### src/rtl/seg7_pkg.sv
// Shared constants and types for the six-digit seven-segment scan driver.
// Segment patterns are active-low, bit order {g,f,e,d,c,b,a}.
// Used by seg7_scan_driver and bcd_to_seg7.
package seg7_pkg;

  localparam int NUM_DIGITS = 6;

  // Active-low segment patterns for BCD 0..9
  localparam logic [6:0] SEG_0   = 7'b1000000;
  localparam logic [6:0] SEG_1   = 7'b1111001;
  localparam logic [6:0] SEG_2   = 7'b0100100;
  localparam logic [6:0] SEG_3   = 7'b0110000;
  localparam logic [6:0] SEG_4   = 7'b0011001;
  localparam logic [6:0] SEG_5   = 7'b0010010;
  localparam logic [6:0] SEG_6   = 7'b0000010;
  localparam logic [6:0] SEG_7   = 7'b1111000;
  localparam logic [6:0] SEG_8   = 7'b0000000;
  localparam logic [6:0] SEG_9   = 7'b0010000;
  // All segments dark, and the lone-g mark shown for non-BCD codes
  localparam logic [6:0] SEG_OFF = 7'b1111111;
  localparam logic [6:0] SEG_ERR = 7'b0111111;

  // Digit position 0..5 (0 = seconds units, 5 = hours tens)
  typedef logic [2:0] idx_t;
  typedef logic [3:0] bcd_t;

endpackage

### src/rtl/bcd_to_seg7.sv
// Combinational BCD to active-low seven-segment decoder.
// Latency: 0 cycles (pure logic).
// Codes 10..15 decode to segment g only as a visible error mark.
module bcd_to_seg7
  import seg7_pkg::*;
(
  input  logic [3:0] bcd_i,
  output logic [6:0] seg_o
);

  // Table lookup of the segment pattern for one digit
  always_comb begin
    seg_o = SEG_ERR;
    case (bcd_i)
      4'd0:    seg_o = SEG_0;
      4'd1:    seg_o = SEG_1;
      4'd2:    seg_o = SEG_2;
      4'd3:    seg_o = SEG_3;
      4'd4:    seg_o = SEG_4;
      4'd5:    seg_o = SEG_5;
      4'd6:    seg_o = SEG_6;
      4'd7:    seg_o = SEG_7;
      4'd8:    seg_o = SEG_8;
      4'd9:    seg_o = SEG_9;
      default: seg_o = SEG_ERR;
    endcase
  end

endmodule

### src/rtl/seg7_scan_driver.sv
// Six-digit common-anode multiplexed display driver with per-frame digit snapshot.
// Latency: 1 clk from internal scan state to registered an/seg/dp outputs.
// No backpressure; optional blinking separator dp built when DP_BLINK_EN is defined.
module seg7_scan_driver
  import seg7_pkg::*;
#(
  parameter int SCAN_DIV = 50000
) (
  input  logic       clk,
  input  logic       rst_n,
  input  logic [3:0] s1,
  input  logic [3:0] s2,
  input  logic [3:0] m1,
  input  logic [3:0] m2,
  input  logic [3:0] h1,
  input  logic [3:0] h2,
  input  logic       tick,
  input  logic       blank,
  output logic [5:0] an,
  output logic [6:0] seg,
  output logic       dp
);

  localparam logic [15:0] PCNT_MAX = 16'(SCAN_DIV - 1);
  localparam idx_t        IDX_MAX  = idx_t'(NUM_DIGITS - 1);

  logic [15:0]                pcnt_q, pcnt_d;
  idx_t                       idx_q, idx_d;
  bcd_t [NUM_DIGITS-1:0]      snap_q, snap_d;
  bcd_t [NUM_DIGITS-1:0]      digits_in;
  logic [5:0]                 an_q, an_d;
  logic [6:0]                 seg_q, seg_d;
  logic                       dp_q, dp_d;
  bcd_t                       cur_digit;
  logic [6:0]                 cur_pattern;
  logic                       slot_start;
  logic                       dead_cycle;

  // Element 0 is the seconds units digit, matching an[0]
  assign digits_in  = {h2, h1, m2, m1, s2, s1};
  assign dead_cycle = (pcnt_q == 16'd0);
  assign slot_start = dead_cycle && (idx_q == idx_t'(0));

  // Select the frozen digit for the slot currently being scanned
  always_comb begin
    cur_digit = 4'd0;
    for (int i = 0; i < NUM_DIGITS; i++) begin
      if (idx_q == idx_t'(i)) cur_digit = snap_q[i];
    end
  end

  bcd_to_seg7 u_dec (
    .bcd_i (cur_digit),
    .seg_o (cur_pattern)
  );

  // Prescaler wrap advances the digit index; snapshot taken at the top of each frame
  always_comb begin
    pcnt_d = pcnt_q + 16'd1;
    idx_d  = idx_q;
    snap_d = snap_q;
    if (pcnt_q == PCNT_MAX) begin
      pcnt_d = 16'd0;
      idx_d  = (idx_q == IDX_MAX) ? idx_t'(0) : idx_q + idx_t'(1);
    end
    if (slot_start) snap_d = digits_in;
  end

`ifdef DP_BLINK_EN
  logic blink_q;

  // Separator blink flag flips once per seconds tick
  always_ff @(posedge clk or negedge rst_n) begin
    if (!rst_n) blink_q <= 1'b0;
    else if (tick) blink_q <= ~blink_q;
  end
`else
  logic unused_tick;
  assign unused_tick = tick;
`endif

  // Next output values: anodes dark in dead time or while blanked, seg/dp always track the scan
  always_comb begin
    an_d  = (blank || dead_cycle) ? 6'b111111 : ~(6'b000001 << idx_q);
    seg_d = cur_pattern;
`ifdef DP_BLINK_EN
    dp_d  = ~(blink_q && !dead_cycle &&
              (idx_q == idx_t'(2) || idx_q == idx_t'(4)));
`else
    dp_d  = 1'b1;
`endif
  end

  // Scan state and registered outputs
  always_ff @(posedge clk or negedge rst_n) begin
    if (!rst_n) begin
      pcnt_q <= 16'd0;
      idx_q  <= idx_t'(0);
      snap_q <= '0;
      an_q   <= 6'b111111;
      seg_q  <= SEG_OFF;
      dp_q   <= 1'b1;
    end else begin
      pcnt_q <= pcnt_d;
      idx_q  <= idx_d;
      snap_q <= snap_d;
      an_q   <= an_d;
      seg_q  <= seg_d;
      dp_q   <= dp_d;
    end
  end

  assign an  = an_q;
  assign seg = seg_q;
  assign dp  = dp_q;

endmodule

### config.mk
export PLATFORM = sky130hd
export DESIGN_NAME = seg7_scan_driver
export DESIGN_NICKNAME = d
export VERILOG_FILES = /design/src/rtl/seg7_pkg.sv /design/src/rtl/bcd_to_seg7.sv /design/src/rtl/seg7_scan_driver.sv
export SDC_FILE = /design/constraint.sdc
export NUM_CORES = 1
export LEC_CHECK = 0
export CORE_MARGIN = 4
export CORE_UTILIZATION = 35
export DETAILED_ROUTE_END_ITERATION = 10
export GPL_ROUTABILITY_DRIVEN = 0
export PLACE_DENSITY = 0.61
export SYNTH_ARGS = -nofsm -noshare
export SYNTH_HDL_FRONTEND = slang
export SYNTH_SLANG_ARGS = --single-unit
export TNS_END_PERCENT = 5
### constraint.sdc
create_clock -name clk -period 2.4 [get_ports clk]
set_input_delay 0.36 -clock clk [delete_from_list [all_inputs] [get_ports clk]]
set_output_delay 0.36 -clock clk [all_outputs]
set_load 0.005 [all_outputs]
==> impl_metrics.json <==
{
  "crit_buf_inv": 1,
  "crit_path_end_kind": "flip-flop",
  "fin_crit_sh_pct": 87.06,
  "core_area_um2": 7292,
  "fin_setup_tns_ps": 0,
  "grt_pass1_vias": 1722,
  "dpl.cell_count": 364,
  "hpwl_mm": 3.624,
  "pre_cts_slack_ps": 339.4,
  "setup_violations": 0,
  "final_core_util_pct": 45.11,
  "viasPerCell": 4.798,
  "yosys.area.top_type": "dfrtp_1",
  "syn_nets": 257,
  "grtUsageTotal_pct": 12.10,
  "port_buffers": 39,
  "first_iter_violations": 91,
  "postSynthAreaPerCell_um2": 11.77,
  "ys_seq_area_share_pct": 53.52,
  "initial_utilization_pct": 36.32,
  "wl_mm": 4.955,
  "maxCapViolCount": 0,
  "drt_first_pass_iters": 4,
  "grt_pass1_wl_mm": 8.556,
  "cpMaxStageDelayCell": "dfrtp_1",
  "clock.fmax_ghz": 0.4786,
  "r2r_cells": 7,
  "synthTopCellsByArea": "dfrtp_1, dfstp_2, mux2_4",
  "root_buffer": "clkbuf_8",
  "synthMuxAreaShare_pct": 13.98,
  "syn_area_um2": 2649,
  "cts_setup_buffers": 0,
  "startpoint_type": "flip-flop",
  "yosysWarnings": 0,
  "synth_top_family_by_area": "simple AND/OR/NAND/NOR gates",
  "synth_adder_area_share_pct": 1.889,
  "wl_per_cell_um": 13.32,
  "slowest_delay_ps": 400,
  "path_cells": "buf_4 > mux2_2 > a221oi_1 > o22a_1 > o21ai_1 > nand2_1 > o221ai_1",
  "hold_viol": 0,
  "synthSimpleGateAreaFrac_pct": 16.06,
  "rsz0062_at_grt": "no",
  "grt_max_degree": 57,
  "hold_path.class": "input port to async pin",
  "syn_to_final_growth_pct": 24.19,
  "vias": 1785,
  "cts_made_buffers": 5,
  "cts.sinks": 56,
  "grt-ovfl-total": 0,
  "power_mw": 1.698,
  "crit_cells": 7,
  "drc": 0,
  "syn_inst": 225,
  "cp.required_ps": 2620,
  "crit_fanout": 12,
  "synth-edff-count": 0,
  "synth_top_area_share_pct": 40.62,
  "ys.flop_type": "dfrtp_1",
  "min_period_ps": 2089,
  "fin_nets": 304,
  "clkLatencyLatePin_ps": 300,
  "worst_slack_ps": 310.6,
  "htreeDepth": 2,
  "slew_viol_final": 0,
  "status": "finished clean",
  "fill_cells": 718,
  "clk_pin_slew_ps": 90,
  "finalNonFillerCells": 372,
  "layout_common_cells": "dfrtp_1, clkdlybuf4s50_1, nand2_1",
  "dieArea_um2": 9024,
  "die_y_um": 95.00,
  "path_class": "flip-flop to flip-flop",
  "antenna_left": 0,
  "synth_cell_types": 45,
  "synth_compound_gate_area_share_pct": 7.227,
  "peakVddDrop_mv": 0.2277,
  "synthXorXnorAreaFrac_pct": 3.968,
  "drive_gt1_share_pct": 20.88,
  "cts_resized": 0,
  "placementRows": 31,
  "insertedDiodeCount": 0,
  "p_leak_nw": 1.343,
  "cp_top_family": "compound AO/OA/AOI/OAI gates",
  "cts_tree": "yes",
  "p_per_area_nw_per_um2": 516.1,
  "die_x_um": 95.00,
  "antenna_found_initial": 0,
  "final_common_cell": "dfrtp_1",
  "synthArstFlopShare_pct": 100.0,
  "hold_buffers": 0,
  "num_io_pins": 42,
  "clk_path_buf_depth": 2,
  "yosys_register_bits": 56,
  "skew_ps": 5.771,
  "arrival_ps": 2310
}
-- worst register-to-register path: cells and delay by family (launching register included) --
family	cells	cell delay, ps
AO/OA/AOI/OAI	4	920
flip-flops	1	400
multiplexers	1	360
buffers and inverters	1	220
AND/OR/NAND/NOR	1	100
-- worst paths after layout --
| path | from | slack (ps) | endpoint |
|---|---|---|---|
| max | idx_q[0]$_DFFE_PN0N_ | 310 | seg[3]$_DFF_PN1_ |
| min | rst_n | 30 | snap_q[13]$_DFFE_PN0P_ |
| max reg2reg | idx_q[0]$_DFFE_PN0N_ | 310 | seg[3]$_DFF_PN1_ |
| min reg2reg | snap_q[2]$_DFFE_PN0P_ | 490 | snap_q[2]$_DFFE_PN0P_ |
| max in group asynchronous | rst_n | 2070 | an[1]$_DFF_PN1_ |
| min in group clk | snap_q[2]$_DFFE_PN0P_ | 490 | snap_q[2]$_DFFE_PN0P_ |
-- report_power, final --
group	internal [mW]	switching [mW]	total (mW)
registers	0.982	0.0135	0.995
logic	0.0912	0.0558	0.147
clock network	0.268	0.287	0.556
-- metal layers --
layer	global-route usage [%]	part of all wire, %
met1	17.92	50
met2	17.50	44
met5	0	0
met4	3.245	1.3
met3	3.028	4.5
-- kinds of logic (layout without fill, tap and decap cells) --
family	after synthesis	after routing
compound gates	32	32
xor+xnor	12	12
fa+ha+maj	4	4
buf+inv	16	64
flops	56	56
mux	30	30
other cells	1	1
simple gates	74	74
-- final cells by class --
| cell class | instances | area, um2 | share of cell area [%] |
|---|---|---|---|
| Tap cell | 99 | 123.9 | 3.766 |
| Multi-Input combinational cell | 153 | 1146 | 34.84 |
| Timing Repair Buffer | 49 | 473.0 | 14.38 |
| Inverter | 7 | 26.28 | 0.7988 |
| Clock inverter | 1 | 5.005 | 0.1521 |
| Sequential cell | 56 | 1418 | 43.10 |
| Clock buffer | 7 | 97.59 | 2.967 |
-- cells in the mapped netlist, types with 2 or more instances --
library cell	number
a21oi_1	9
nor4_2	3
ha_1	4
mux2_1	8
dfrtp_1	43
xnor2_1	5
or3_1	3
mux2i_1	4
nor3_1	5
dfstp_2	13
nand4_1	4
o21ai_0	12
nor2_1	16
inv_1	7
mux2_2	8
buf_2	5
nand2_1	20
nand3_1	7
o22a_1	2
mux2_4	10
and2_1	2
buf_6	2
nor2b_1	4
xor2_1	7
a221oi_1	2
-- state kept, by name (all words and copies together) (netlist names) --
signal,flops
an,6
idx_q,3
pcnt_q,16
snap_q,24
seg,7
-- metrics by stage --
step / instance area (um2) / hold slack (ps)
after CTS: 3289 / 39.66
after detailed placement: 3187 / 382.0
after floorplan: 2649 / 64.41
final: 3289 / 31.08
after global placement: 3187 / 382.0
after global routing: 3289 / 39.28
Power figures use the tool's default switching activity.
